## src/rtl/id_ex_stage.sv

```systemverilog
// ID/EX pipeline stage: 8x8 register file, operand selection and load-use/RAW stall detection.
// Build option: define ID_EX_FWD_EN to enable EX/MEM/WB forwarding. When it is undefined,
// operands come only from the register file with its write-first bypass, and RAW hazards stall.
module id_ex_stage #(
  parameter int unsigned DW   = 8,
  parameter int unsigned NREG = 8,
  localparam int unsigned AW  = $clog2(NREG)
) (
  input  logic          clk,
  input  logic          reset_n,
  input  logic          in_valid,
  input  logic [AW-1:0] rs1,
  input  logic [AW-1:0] rs2,
  input  logic [AW-1:0] rd,
  input  logic [DW-1:0] imm,
  input  logic          use_imm,
  input  logic          is_load,
  input  logic          reg_wr,
  input  logic [DW-1:0] alu_res,
  input  logic [AW-1:0] mem_rd,
  input  logic          mem_wr,
  input  logic [DW-1:0] mem_data,
  input  logic [AW-1:0] wb_rd,
  input  logic          wb_wr,
  input  logic [DW-1:0] wb_data,
  input  logic          stall_in,
  input  logic          flush,
  output logic [DW-1:0] num1,
  output logic [DW-1:0] num2,
  output logic [AW-1:0] rd_ex,
  output logic          reg_wr_ex,
  output logic          is_load_ex,
  output logic          valid_ex,
  output logic          hazard_stall
);

  logic [DW-1:0] rf_q [NREG];

  logic [DW-1:0] num1_q, num1_d, num2_q, num2_d;
  logic [AW-1:0] rd_ex_q, rd_ex_d;
  logic          reg_wr_ex_q, reg_wr_ex_d;
  logic          is_load_ex_q, is_load_ex_d;
  logic          valid_ex_q, valid_ex_d;

  logic [DW-1:0] rf1, rf2;
  logic [DW-1:0] op1, op2;
  logic          ex_hit1, ex_hit2, mem_hit1, mem_hit2;

  // Register file write port; R0 is never written so it always reads zero.
  always_ff @(posedge clk or negedge reset_n) begin
    if (!reset_n) begin
      for (int i = 0; i < NREG; i++) rf_q[i] <= '0;
    end else if (wb_wr && (wb_rd != '0)) begin
      rf_q[wb_rd] <= wb_data;
    end
  end

  // Register file reads with write-first bypass of the WB port.
  always_comb begin
    rf1 = rf_q[rs1];
    if (wb_wr && (wb_rd == rs1)) rf1 = wb_data;
    if (rs1 == '0) rf1 = '0;
    rf2 = rf_q[rs2];
    if (wb_wr && (wb_rd == rs2)) rf2 = wb_data;
    if (rs2 == '0) rf2 = '0;
  end

  // Producer matches in EX and MEM; R0 never matches.
  assign ex_hit1  = valid_ex_q && reg_wr_ex_q && (rd_ex_q == rs1) && (rs1 != '0);
  assign ex_hit2  = valid_ex_q && reg_wr_ex_q && (rd_ex_q == rs2) && (rs2 != '0);
  assign mem_hit1 = mem_wr && (mem_rd == rs1) && (rs1 != '0);
  assign mem_hit2 = mem_wr && (mem_rd == rs2) && (rs2 != '0);

`ifdef ID_EX_FWD_EN
  logic ld_hit;

  // EX beats MEM; the WB path is the register file's write-first bypass.
  always_comb begin
    op1 = rf1;
    if (mem_hit1) op1 = mem_data;
    if (ex_hit1)  op1 = alu_res;
    op2 = rf2;
    if (mem_hit2) op2 = mem_data;
    if (ex_hit2)  op2 = alu_res;
    if (use_imm)  op2 = imm;
  end

  // Only a load in EX cannot be forwarded in time.
  assign ld_hit = in_valid && valid_ex_q && is_load_ex_q && (rd_ex_q != '0) &&
                  ((rd_ex_q == rs1) || (!use_imm && (rd_ex_q == rs2)));
  assign hazard_stall = ld_hit;
`else
  logic unused_fwd;

  // No forwarding: register file only.
  always_comb begin
    op1 = rf1;
    op2 = use_imm ? imm : rf2;
  end

  // Any pending EX or MEM producer of an active source stalls until it reaches WB.
  assign hazard_stall = in_valid &&
                        (ex_hit1 || mem_hit1 || (!use_imm && (ex_hit2 || mem_hit2)));
  assign unused_fwd   = ^{alu_res, mem_data};
`endif

  // ID/EX next state: flush > stall_in > hazard bubble > load.
  always_comb begin
    num1_d       = num1_q;
    num2_d       = num2_q;
    rd_ex_d      = rd_ex_q;
    reg_wr_ex_d  = reg_wr_ex_q;
    is_load_ex_d = is_load_ex_q;
    valid_ex_d   = valid_ex_q;
    if (flush || (!stall_in && hazard_stall)) begin
      num1_d       = '0;
      num2_d       = '0;
      rd_ex_d      = '0;
      reg_wr_ex_d  = 1'b0;
      is_load_ex_d = 1'b0;
      valid_ex_d   = 1'b0;
    end else if (!stall_in) begin
      num1_d       = op1;
      num2_d       = op2;
      rd_ex_d      = rd;
      reg_wr_ex_d  = reg_wr && in_valid;
      is_load_ex_d = is_load && in_valid;
      valid_ex_d   = in_valid;
    end
  end

  // ID/EX pipeline registers.
  always_ff @(posedge clk or negedge reset_n) begin
    if (!reset_n) begin
      num1_q       <= '0;
      num2_q       <= '0;
      rd_ex_q      <= '0;
      reg_wr_ex_q  <= 1'b0;
      is_load_ex_q <= 1'b0;
      valid_ex_q   <= 1'b0;
    end else begin
      num1_q       <= num1_d;
      num2_q       <= num2_d;
      rd_ex_q      <= rd_ex_d;
      reg_wr_ex_q  <= reg_wr_ex_d;
      is_load_ex_q <= is_load_ex_d;
      valid_ex_q   <= valid_ex_d;
    end
  end

  assign num1       = num1_q;
  assign num2       = num2_q;
  assign rd_ex      = rd_ex_q;
  assign reg_wr_ex  = reg_wr_ex_q;
  assign is_load_ex = is_load_ex_q;
  assign valid_ex   = valid_ex_q;

endmodule

```

## config.mk

```make
export PLATFORM = sky130hd
export DESIGN_NAME = id_ex_stage
export DESIGN_NICKNAME = d
export VERILOG_FILES = /design/src/rtl/id_ex_stage.sv
export SDC_FILE = /design/constraint.sdc
export NUM_CORES = 1
export LEC_CHECK = 0
export ABC_AREA = 1
export CORE_MARGIN = 4
export CORE_UTILIZATION = 25
export DETAILED_ROUTE_END_ITERATION = 10
export PLACE_DENSITY = 0.55
export SETUP_SLACK_MARGIN = 0.05
export SLEW_MARGIN = 20
export SYNTH_ARGS = -nofsm -noshare
export SYNTH_HDL_FRONTEND = slang
export SYNTH_SLANG_ARGS = --single-unit
```

## constraint.sdc

```tcl
create_clock -name clk -period 2 [get_ports clk]
set_clock_uncertainty 0.15 [all_clocks]
set_input_delay 0.2 -clock clk [delete_from_list [all_inputs] [get_ports clk]]
set_output_delay 0.2 -clock clk [all_outputs]
set_load 0.02 [all_outputs]
```

==> metrics <==
row count=51; clock buffer depth=2; final hold violations=0; htree depth=3; Post-synth top flop=dfrtp_1; Num CTS Buffers=9; Clock transition at path regs=0.06 ns; Slew Viols, Final=0; multi-input logic area=0.00248 mm²; outcome=finished, final reports clean; core region area=0.0197 mm²; top cell type's share of synthesized area=0.428; crit-path leading delay family=buffers and inverters; Period minus WS final=1.84 ns; Logic pwr share=0.237; fin crit share=0.919; switching power=0.00156 W; Post-synth EDFFs=0; clock tree root driver cell=clkbuf_16; Die Span X=150 µm; GRT Total Usage=0.152; Port Buffer Count=63; vias per std cell=4.64; synthesized area per cell=6.77 µm²; RSZ-0062 raised after global routing=true; first-pass GRT wire length=26,700 µm; kind of critical path=reg2out; Final Setup Violations=0; sequential power share=0.441; CP Buf/Inv Count=2; vias in the first global route=4,950; worst skew pair latency=0.35 ns; final core occ=0.340; max incr delay on CP=0.61 ns; Detailed Route Iter0 Violations=479; most common cell in the netlist=nand2_1; final WL=16,400 µm; Slew @ Worst Pin=0.427 ns; Register Area=0.00215 mm²; Mapped Nets=801; die height=150 µm; drc violations=0; area leader, netlist=dfrtp_1; R2R cell count=12; cells along the critical path=buf_4 -> clkdlybuf4s50_1; # IOs=80; critical path depth=2; Starting Density=0.256; ANT nets after route=0; initial antenna violation count=0; Switching Share=0.316; Die ar.=0.0225 mm²; Layout area overhead=32.9%; cell area after synthesis=0.00503 mm²; largest net degree at the start of global routing=39; pre-CTS worst setup slack=-0.399 ns; via count=5,123; # diodes=0; drt wl/cell=14.8 µm; total gr overflow=0; Sink Count=86; critical path required time=1.65 ns; nets=892; Clk pwr share=0.321; post-synthesis cell type count=23; Setup TNS Final=0 ns; CP Capture Type=output port; hpwl dp=11,700 µm; power per cell area=738 mW/mm²; drt pass-1 iters=5; HP Class=in2async; Routability Congestion=0.843; Mapped Cells=744; layout cell share with drive strength beyond 1=0.125; number of fill cells=2,180; register area share after synthesis=0.428; CTS tree=done; setup ws final=0.163 ns; commonest cells in the netlist=293 x nand2_1, 97 x nand3_1, 86 x dfrtp_1; Yosys warning count=0; max_cap viols=0; synth top area cells=dfrtp_1 43%, nand2_1 22%, nand3_1 9.6%; ys async rst share=1.00; P_leak=3.32 nW; Int Pwr=0.00338 W; Slowest-stage cell, CP=clkdlybuf4s50_1; max frequency=0.544 GHz; critical path peak fanout=4; WP data arrival=1.49 ns; Max VDD drop=0.333 mV; worst hold slack=0.176 ns; critical path launch point type=register; Max-Slew Margin vs Limit=0.715; #FFs+latches synth=86
cell type report:
class | instances | area share
tap | 265 | 0.0496
multi-input combinational | 562 | 0.370
clock buffer | 11 | 0.0363
clock inverter | 5 | 0.00505
inverter | 48 | 0.0273
timing repair buffer | 128 | 0.190
sequential | 86 | 0.322
timing repair:
item                                    CTS  global route
resized for setup                         7            10
hold buffers                              1             0
endpoints found under the hold margin    86             0
setup buffers                             1             1
pin swaps                                 0             3
endpoints found under the setup margin    1            17
kinds of logic (layout without fill, tap and decap cells):
kind of cell,count (synthesis),in the layout,synth area share
buffers and inverters,96,192,0.0825
and+or+nand+nor,458,458,0.383
AOI/OAI and AO/OA,104,104,0.107
DFF,86,86,0.428
through the flow:
step                power [W]  cell area, µm²  std cells
floorplan             0.00285            5030        744
global placement      0.00337            6360       1086
detailed placement    0.00338            6360       1086
CTS                   0.00499            6660       1104
global route          0.00525            6690       1105
finish                0.00494            6690       1105
sequential cells by signal (all words and copies together), names as in the netlist:
register    flops
is_load_ex      1
valid_ex        1
rd_ex           3
num1            8
num2            8
rf_q           64
reg_wr_ex       1
path summary, 6_finish.rpt:
| check | from | endpoint | slack (ns) |
|---|---|---|---|
| max | rd_ex[0] | rd_ex[0] | 0.16 |
| min | reset_n | is_load_ex | 0.18 |
| max reg2reg | rd_ex[0] | num1[4] | 0.37 |
| min reg2reg | rf_q[56] | rf_q[56] | 0.26 |
| max in group asynchronous | reset_n | rf_q[37] | 1.00 |
| min in group clk | rf_q[56] | rf_q[56] | 0.26 |
cell usage in the layout (no fill, tap or decap), drive strengths merged:
cell / instances
a31oi: 3
a21oi: 29
dlygate4sd2: 1
buf: 66
clkinvlp: 2
clkinv: 2
nand3: 98
nand4: 14
clkdlybuf4s50: 56
nor3: 2
and3: 2
dlygate4sd3: 1
inv: 49
dfrtp: 86
nand2: 298
clkbuf: 11
dlymetal6s2s: 4
nor2: 44
o21ai: 72
routing by layer:
metal,part of all wire,vias up,wire length (µm),track usage
met2,0.47,126,7730,0.239
met5,0,-,0,0
met4,0.019,0,318,0.0512
met1,0.46,2406,7510,0.209
li1,-,2571,-,-
met3,0.050,20,821,0.0294
worst register-to-register path, stage by stage (launching register included):
cell and delay, ns:
dfrtp_1 0.40, inv_1 0.08, nand2_1 0.06, nand2_1 0.05, nor2_1 0.09, nand2_1 0.05
nand2_1 0.05, nand2_1 0.06, nand2_2 0.08, buf_4 0.11, nand3_2 0.16, nand2_1 0.14
nor2_1 0.05
power groups by stage:
stage	clock (W)	sequential, W	combinational [W]
after floorplan	0	0.00220	0.000652
after global placement	0	0.00221	0.00116
after detailed placement	0	0.00221	0.00117
after CTS	0.00163	0.00218	0.00118
after global routing	0.00170	0.00221	0.00134
final	0.00159	0.00218	0.00117
(Power assumes the default switching activity.)
